## config.mk

```make
export PLATFORM = sky130hd
export DESIGN_NAME = gemm_result_drain_flat
export DESIGN_NICKNAME = d
export VERILOG_FILES = /design/src/rtl/gemm_result_drain_if.sv /design/src/rtl/gemm_result_drain.sv /design/src/flat_wrapper.sv
export SDC_FILE = /design/constraint.sdc
export NUM_CORES = 1
export LEC_CHECK = 0
export BUFFER_PORTS_ARGS = -buffer_cell sky130_fd_sc_hd__buf_2
export CAP_MARGIN = 25
export CORE_UTILIZATION = 38
export CTS_CLUSTER_SIZE = 30
export DETAILED_ROUTE_END_ITERATION = 16
export SETUP_SLACK_MARGIN = 0.15
export SLEW_MARGIN = 20
export SYNTH_ARGS = -nofsm -noshare
export SYNTH_HDL_FRONTEND = slang
export SYNTH_SLANG_ARGS = --single-unit
```

## constraint.sdc

```tcl
create_clock -name clk -period 16.25 [get_ports clk]
set_clock_uncertainty 0.05 [all_clocks]
set_input_delay 2.4375 -clock clk [delete_from_list [all_inputs] [get_ports clk]]
set_output_delay 2.4375 -clock clk [all_outputs]
set_load 0.005 [all_outputs]
```

## src/rtl/gemm_result_drain_if.sv

```systemverilog
// Streaming side of the GEMM result drain: one C element per valid/ready handshake,
// tagged with its row/column position and saturation flag.
interface gemm_result_drain_if #(
  parameter int M         = 4,
  parameter int N         = 4,
  parameter int OUT_WIDTH = 32
) ();
  localparam int RW = (M > 1) ? $clog2(M) : 1;
  localparam int CW = (N > 1) ? $clog2(N) : 1;

  logic                 out_valid;
  logic                 out_ready;
  logic [OUT_WIDTH-1:0] out_data;
  logic [RW-1:0]        out_row;
  logic [CW-1:0]        out_col;
  logic                 out_last;
  logic                 out_sat;

  modport master (
    output out_valid, out_data, out_row, out_col, out_last, out_sat,
    input  out_ready
  );

  modport slave (
    input  out_valid, out_data, out_row, out_col, out_last, out_sat,
    output out_ready
  );
endinterface

```

## src/rtl/gemm_result_drain.sv

```systemverilog
// Snapshots the systolic array's M x N accumulator matrix on a capture pulse and
// streams it out row-major, one element per handshake, with optional signed saturation.
module gemm_result_drain #(
  parameter int M         = 4,
  parameter int N         = 4,
  parameter int ACC_WIDTH = 32,
  parameter int OUT_WIDTH = 32
) (
  input  logic                     clk,
  input  logic                     reset,
  input  logic [M*N*ACC_WIDTH-1:0] c_flat,
  input  logic                     capture,
  output logic                     busy,
  output logic                     overrun,
  gemm_result_drain_if.master      dout
);
  localparam int E  = M * N;
  localparam int RW = (M > 1) ? $clog2(M) : 1;
  localparam int CW = (N > 1) ? $clog2(N) : 1;
  localparam int IW = (E > 1) ? $clog2(E) : 1;

  localparam logic [RW-1:0] ROW_LAST   = RW'(M - 1);
  localparam logic [CW-1:0] COL_LAST   = CW'(N - 1);
  localparam logic          FIRST_LAST = (E == 1);

  // Output range expressed at accumulator width; at equal widths these are the
  // accumulator's own extremes, so clipping can never trigger.
  localparam logic signed [ACC_WIDTH-1:0] SAT_MAX =
    {{(ACC_WIDTH-OUT_WIDTH+1){1'b0}}, {(OUT_WIDTH-1){1'b1}}};
  localparam logic signed [ACC_WIDTH-1:0] SAT_MIN =
    {{(ACC_WIDTH-OUT_WIDTH+1){1'b1}}, {(OUT_WIDTH-1){1'b0}}};

  typedef enum logic {IDLE, STREAM} state_t;

  // Returns {clipped, value}.
  function automatic logic [OUT_WIDTH:0] saturate(input logic signed [ACC_WIDTH-1:0] v);
    if (v > SAT_MAX)      return {1'b1, SAT_MAX[OUT_WIDTH-1:0]};
    else if (v < SAT_MIN) return {1'b1, SAT_MIN[OUT_WIDTH-1:0]};
    else                  return {1'b0, v[OUT_WIDTH-1:0]};
  endfunction

  logic signed [ACC_WIDTH-1:0] r_buf [E];
  state_t                      r_state;
  logic [IW-1:0]               r_idx;
  logic                        r_overrun;

  logic              w_hs, w_final, w_cap_ok, w_next_last;
  logic [IW-1:0]     w_next_idx;
  logic [RW-1:0]     w_next_row;
  logic [CW-1:0]     w_next_col;
  logic [OUT_WIDTH:0] w_first_sat, w_next_sat;

  assign w_hs     = dout.out_valid && dout.out_ready;
  assign w_final  = w_hs && dout.out_last;
  assign w_cap_ok = capture && ((r_state == IDLE) || w_final);

  assign w_next_idx  = r_idx + 1'b1;
  assign w_next_row  = (dout.out_col == COL_LAST) ? dout.out_row + 1'b1 : dout.out_row;
  assign w_next_col  = (dout.out_col == COL_LAST) ? '0 : dout.out_col + 1'b1;
  assign w_next_last = (w_next_row == ROW_LAST) && (w_next_col == COL_LAST);

  // Element (0,0) comes straight from the input so it is visible the cycle after capture.
  assign w_first_sat = saturate(c_flat[ACC_WIDTH-1:0]);
  assign w_next_sat  = saturate(r_buf[w_next_idx]);

  // NOTE: the frame buffer has no reset; the FSM never presents it outside STREAM,
  // and STREAM is only entered through a capture that overwrites every entry.
  always_ff @(posedge clk) begin
    if (w_cap_ok) begin
      for (int k = 0; k < E; k++) begin
        r_buf[k] <= c_flat[k*ACC_WIDTH +: ACC_WIDTH];
      end
    end
  end

  // NOTE: non-blocking assignments throughout, so every decision below sees the
  // pre-edge values of the state and output registers.
  always_ff @(posedge clk) begin
    if (reset) begin
      r_state        <= IDLE;
      r_idx          <= '0;
      r_overrun      <= 1'b0;
      dout.out_valid <= 1'b0;
      dout.out_data  <= '0;
      dout.out_row   <= '0;
      dout.out_col   <= '0;
      dout.out_last  <= 1'b0;
      dout.out_sat   <= 1'b0;
    end else begin
      r_overrun <= capture && (r_state == STREAM) && !w_final;
      if (w_cap_ok) begin
        r_state        <= STREAM;
        r_idx          <= '0;
        dout.out_valid <= 1'b1;
        dout.out_data  <= w_first_sat[OUT_WIDTH-1:0];
        dout.out_sat   <= w_first_sat[OUT_WIDTH];
        dout.out_row   <= '0;
        dout.out_col   <= '0;
        dout.out_last  <= FIRST_LAST;
      end else if (w_final) begin
        r_state        <= IDLE;
        dout.out_valid <= 1'b0;
        dout.out_last  <= 1'b0;
      end else if (w_hs) begin
        r_idx          <= w_next_idx;
        dout.out_data  <= w_next_sat[OUT_WIDTH-1:0];
        dout.out_sat   <= w_next_sat[OUT_WIDTH];
        dout.out_row   <= w_next_row;
        dout.out_col   <= w_next_col;
        dout.out_last  <= w_next_last;
      end
    end
  end

  assign busy    = (r_state == STREAM);
  assign overrun = r_overrun;
endmodule

```

## src/flat_wrapper.sv

```systemverilog
// flat-port wrapper written by rule: the top's interface ports become plain ports
module gemm_result_drain_flat 
#(
  parameter int M         = 4,
  parameter int N         = 4,
  parameter int ACC_WIDTH = 32,
  parameter int OUT_WIDTH = 32
)
  (clk, reset, c_flat, capture, busy, overrun, dout_out_valid, dout_out_data, dout_out_row, dout_out_col, dout_out_last, dout_out_sat, dout_out_ready);
  gemm_result_drain_if #(.M(M), .N(N), .OUT_WIDTH(OUT_WIDTH)) dout_i ();
  input  logic clk;
  input  logic reset;
  input  logic [M*N*ACC_WIDTH-1:0] c_flat;
  input  logic capture;
  output logic busy;
  output logic overrun;
  output wire logic [$bits(dout_i.out_valid)-1:0] dout_out_valid;
  output wire logic [$bits(dout_i.out_data)-1:0] dout_out_data;
  output wire logic [$bits(dout_i.out_row)-1:0] dout_out_row;
  output wire logic [$bits(dout_i.out_col)-1:0] dout_out_col;
  output wire logic [$bits(dout_i.out_last)-1:0] dout_out_last;
  output wire logic [$bits(dout_i.out_sat)-1:0] dout_out_sat;
  input wire logic [$bits(dout_i.out_ready)-1:0] dout_out_ready;
  assign dout_out_valid = dout_i.out_valid;
  assign dout_out_data = dout_i.out_data;
  assign dout_out_row = dout_i.out_row;
  assign dout_out_col = dout_i.out_col;
  assign dout_out_last = dout_i.out_last;
  assign dout_out_sat = dout_i.out_sat;
  assign dout_i.out_ready = dout_out_ready;
  gemm_result_drain #(.M(M), .N(N), .ACC_WIDTH(ACC_WIDTH), .OUT_WIDTH(OUT_WIDTH)) u_core (.clk(clk), .reset(reset), .c_flat(c_flat), .capture(capture), .busy(busy), .overrun(overrun), .dout(dout_i));
endmodule
```

==> flow_metrics.tcl <==
set metrics [dict create \
    vias_per_cell 5.00 \
    cts_tree "yes" \
    io_buffers 556 \
    finalMaxSlewViolations 0 \
    drive_above_1_share 0.499 \
    seq_area_sq_um 16300 \
    leakage_nw 9.63 \
    num_rows 86 \
    syn_area_sq_um 21200 \
    path_class "in -> reg" \
    initial_utilization 0.385 \
    grt_max_degree 176 \
    dieArea_sq_um 56700 \
    worstReg2RegEnd "u_core.dout.out_data[15]" \
    synth_ff_type "edfxtp_1" \
    final_antenna_net_count 0 \
    netSwitchingFraction 0.215 \
    die_w_um 238 \
    syn_inst 986 \
    synth_cell_types 31 \
    critPathLaunchType "input port" \
    insertion_delay_ns 0.61 \
    cts-resized-gates 0 \
    nNetsFinal 2079 \
    yosys_warnings 0 \
    worstMarginPinSlew_ns 1.05 \
    pwr-share-clk 0.409 \
    syn_area_per_cell_sq_um 21.5 \
    rr_startpoint "u_core.r_idx[0]" \
    cts-hold-fix-buffers 0 \
    coreArea_sq_um 55100 \
    avgRoutedWirePerCell_um 23.2 \
    place_hpwl_um 37800 \
    grt_overflow 0 \
    numCtsBuffers 58 \
    n_fill_cell 4706 \
    power_mw 3.24 \
    cts_setup_buffers 0 \
    drc 0 \
    ys_ff_latch 556 \
    multi_input_area_sq_um 4680 \
    synthTopCellsByArea "edfxtp_1 (73%), mux4_2 (13%), dfxtp_1 (4.2%), mux2i_1 (1.7%), a2bb2oi_1 (1.3%)" \
    clock_path_buffers 3 \
    drv_cap 0 \
    cp_max_fo 175 \
    antenna_found_initial 24 \
    hold_viol 0 \
    htree_levels 2 \
    netlist.area_leader.share 0.725 \
    worstPathArrival_ns 5.23 \
    top_level_ports 557 \
    wl_um 55000 \
    root_buffer "clkbuf_16" \
    power.switching_mw 0.697 \
    internal-power_mw 2.54 \
    period_needed_ns 4.97 \
    p_per_area_nw_per_um2 121 \
    endpoint_kind "register" \
    synth_edf_count 512 \
    setup_viol 0 \
    outcome "completed" \
    syn-num-nets 1505 \
    reg2reg_depth 6 \
    path_clk_slew_ns 0.06 \
    drtIter0Drc 800 \
    ys_top_cells_by_count "edfxtp_1 (512), mux4_2 (127), dfxtp_1 (44)" \
    relSlewSlack 0.298 \
    synth-seq-area-share 0.767 \
    yosys.area.top_type "edfxtp_1" \
    area_growth_pct 26.2 \
    hold_class "reg -> reg" \
    synthArstFlopShare 0 \
    grt_pass1_wl_um 78900 \
    fmax_ghz 0.201 \
    crit_required_ns 16.51 \
    clock-sinks 556 \
    gr-usage-all-layers 0.191 \
    dr_total_vias 11836 \
    holdWs_ns 0.378 \
    fin_setup_tns_ns 0 \
    min_path_cells 2 \
    place_congestion 0.772 \
    hp-start "u_core.dout.out_sat" \
    vdd_drop_max_uv 95.4 \
    rsz0062_at_grt "false" \
    die_y_um 238 \
    pwr-share-comb 0.072 \
    grt_pass1_vias 12645 \
    r2r_setup_slack_ns 12.42 \
    period_share 0.306 \
    p_seq_frac 0.520 \
    min_to "u_core.dout.out_sat" \
    dr.pass1.iters 4 \
    yosysMostFrequentCell "edfxtp_1" \
]
worst max-delay path by stage:
stage,from,to,slack [ns],depth (start not counted)
floorplan,dout_out_ready,u_core.r_buf[0][0],1.15,2
CTS,dout_out_ready,u_core.r_buf[4][20],11.36,6
finish,dout_out_ready,u_core.r_buf[4][20],11.28,6
detailed placement,dout_out_ready,u_core.r_buf[4][20],10.67,6
global route,dout_out_ready,u_core.r_buf[5][18],11.18,6
global placement,dout_out_ready,u_core.r_buf[4][20],10.75,5
layer usage:
layer | track usage | vias up | routed length (um)
met2 | 0.328 | 451 | 28300
li1 | - | 5319 | -
met5 | 0 | - | 149
met3 | 0.0613 | 101 | 4660
met4 | 0.0639 | 24 | 1260
met1 | 0.226 | 5941 | 20700
kinds of logic (layout without fill, tap and decap cells):
kind of cell | Yosys count | in the layout | synth area share
flops | 556 | 556 | 0.767
mux | 163 | 163 | 0.152
compound gates | 102 | 102 | 0.0395
simple gates | 91 | 91 | 0.0210
buf+inv | 63 | 685 | 0.0155
xor+xnor | 8 | 8 | 0.00366
fa+ha+maj | 3 | 3 | 0.00177
other cells | 0 | 12 | 0
power by group through the flow:
stage | sequential, mW | combinational, mW | clock [mW]
floorplan | 1.74 | 0.121 | 0
global placement | 1.71 | 0.229 | 0
detailed placement | 1.71 | 0.236 | 0
CTS | 1.68 | 0.237 | 1.36
global route | 1.69 | 0.251 | 1.41
finish | 1.68 | 0.232 | 1.32
stage by stage:
stage,instance area [sq um],setup WS [ns],cells,utilization
after global routing,26800,11.18,2366,0.486
after floorplan,21200,1.15,986,-
after detailed placement,24800,10.67,2248,0.451
final,26800,11.28,2368,0.486
after CTS,26700,11.36,2356,0.485
after global placement,24800,10.75,2246,0.450
final cells by class:
class | instances | share of cell area
flip-flops and latches | 556 | 0.607
multi-input cells | 367 | 0.175
repair buffers | 575 | 0.111
clock buffers | 76 | 0.0587
well taps | 748 | 0.0350
clock inverters | 32 | 0.0122
diodes | 12 | 0.00112
inverters | 2 | 0.000280
critical path, stage by stage:
cell and delay, ns:
buf_2 0.11, a21bo_2 0.18, and2_4 0.53, buf_12 0.65
buf_4 0.74, buf_12 0.30
cells in the final DEF (no fill, tap or decap), types with 3 or more instances in the layout:
master and count:
buf_2 556, edfxtp_1 512, mux4_2 127, clkbuf_16 59, dfxtp_1 43, nor2_1 40
mux2i_1 36, a211oi_1 33, a2bb2oi_1 32, nor2b_1 31, a2111oi_0 31, buf_4 16
clkbuf_1 14, diode_2 12, clkinv_2 10, nand2_1 7, clkinv_1 6, bufinv_16 5
a21oi_1 4, xor2_1 4, clkinvlp_4 4, nor3_1 3, inv_6 3, clkbuf_8 3
flip-flops by register name (all words and copies together) (netlist names):
signal                count
u_core.busy               1
u_core.dout.out_col       2
u_core.dout.out_data     32
u_core.dout.out_last      1
u_core.dout.out_row       2
u_core.dout.out_sat       1
u_core.overrun            1
u_core.r_buf            512
u_core.r_idx              4
Note: power is estimated with default switching activity, not from simulation.
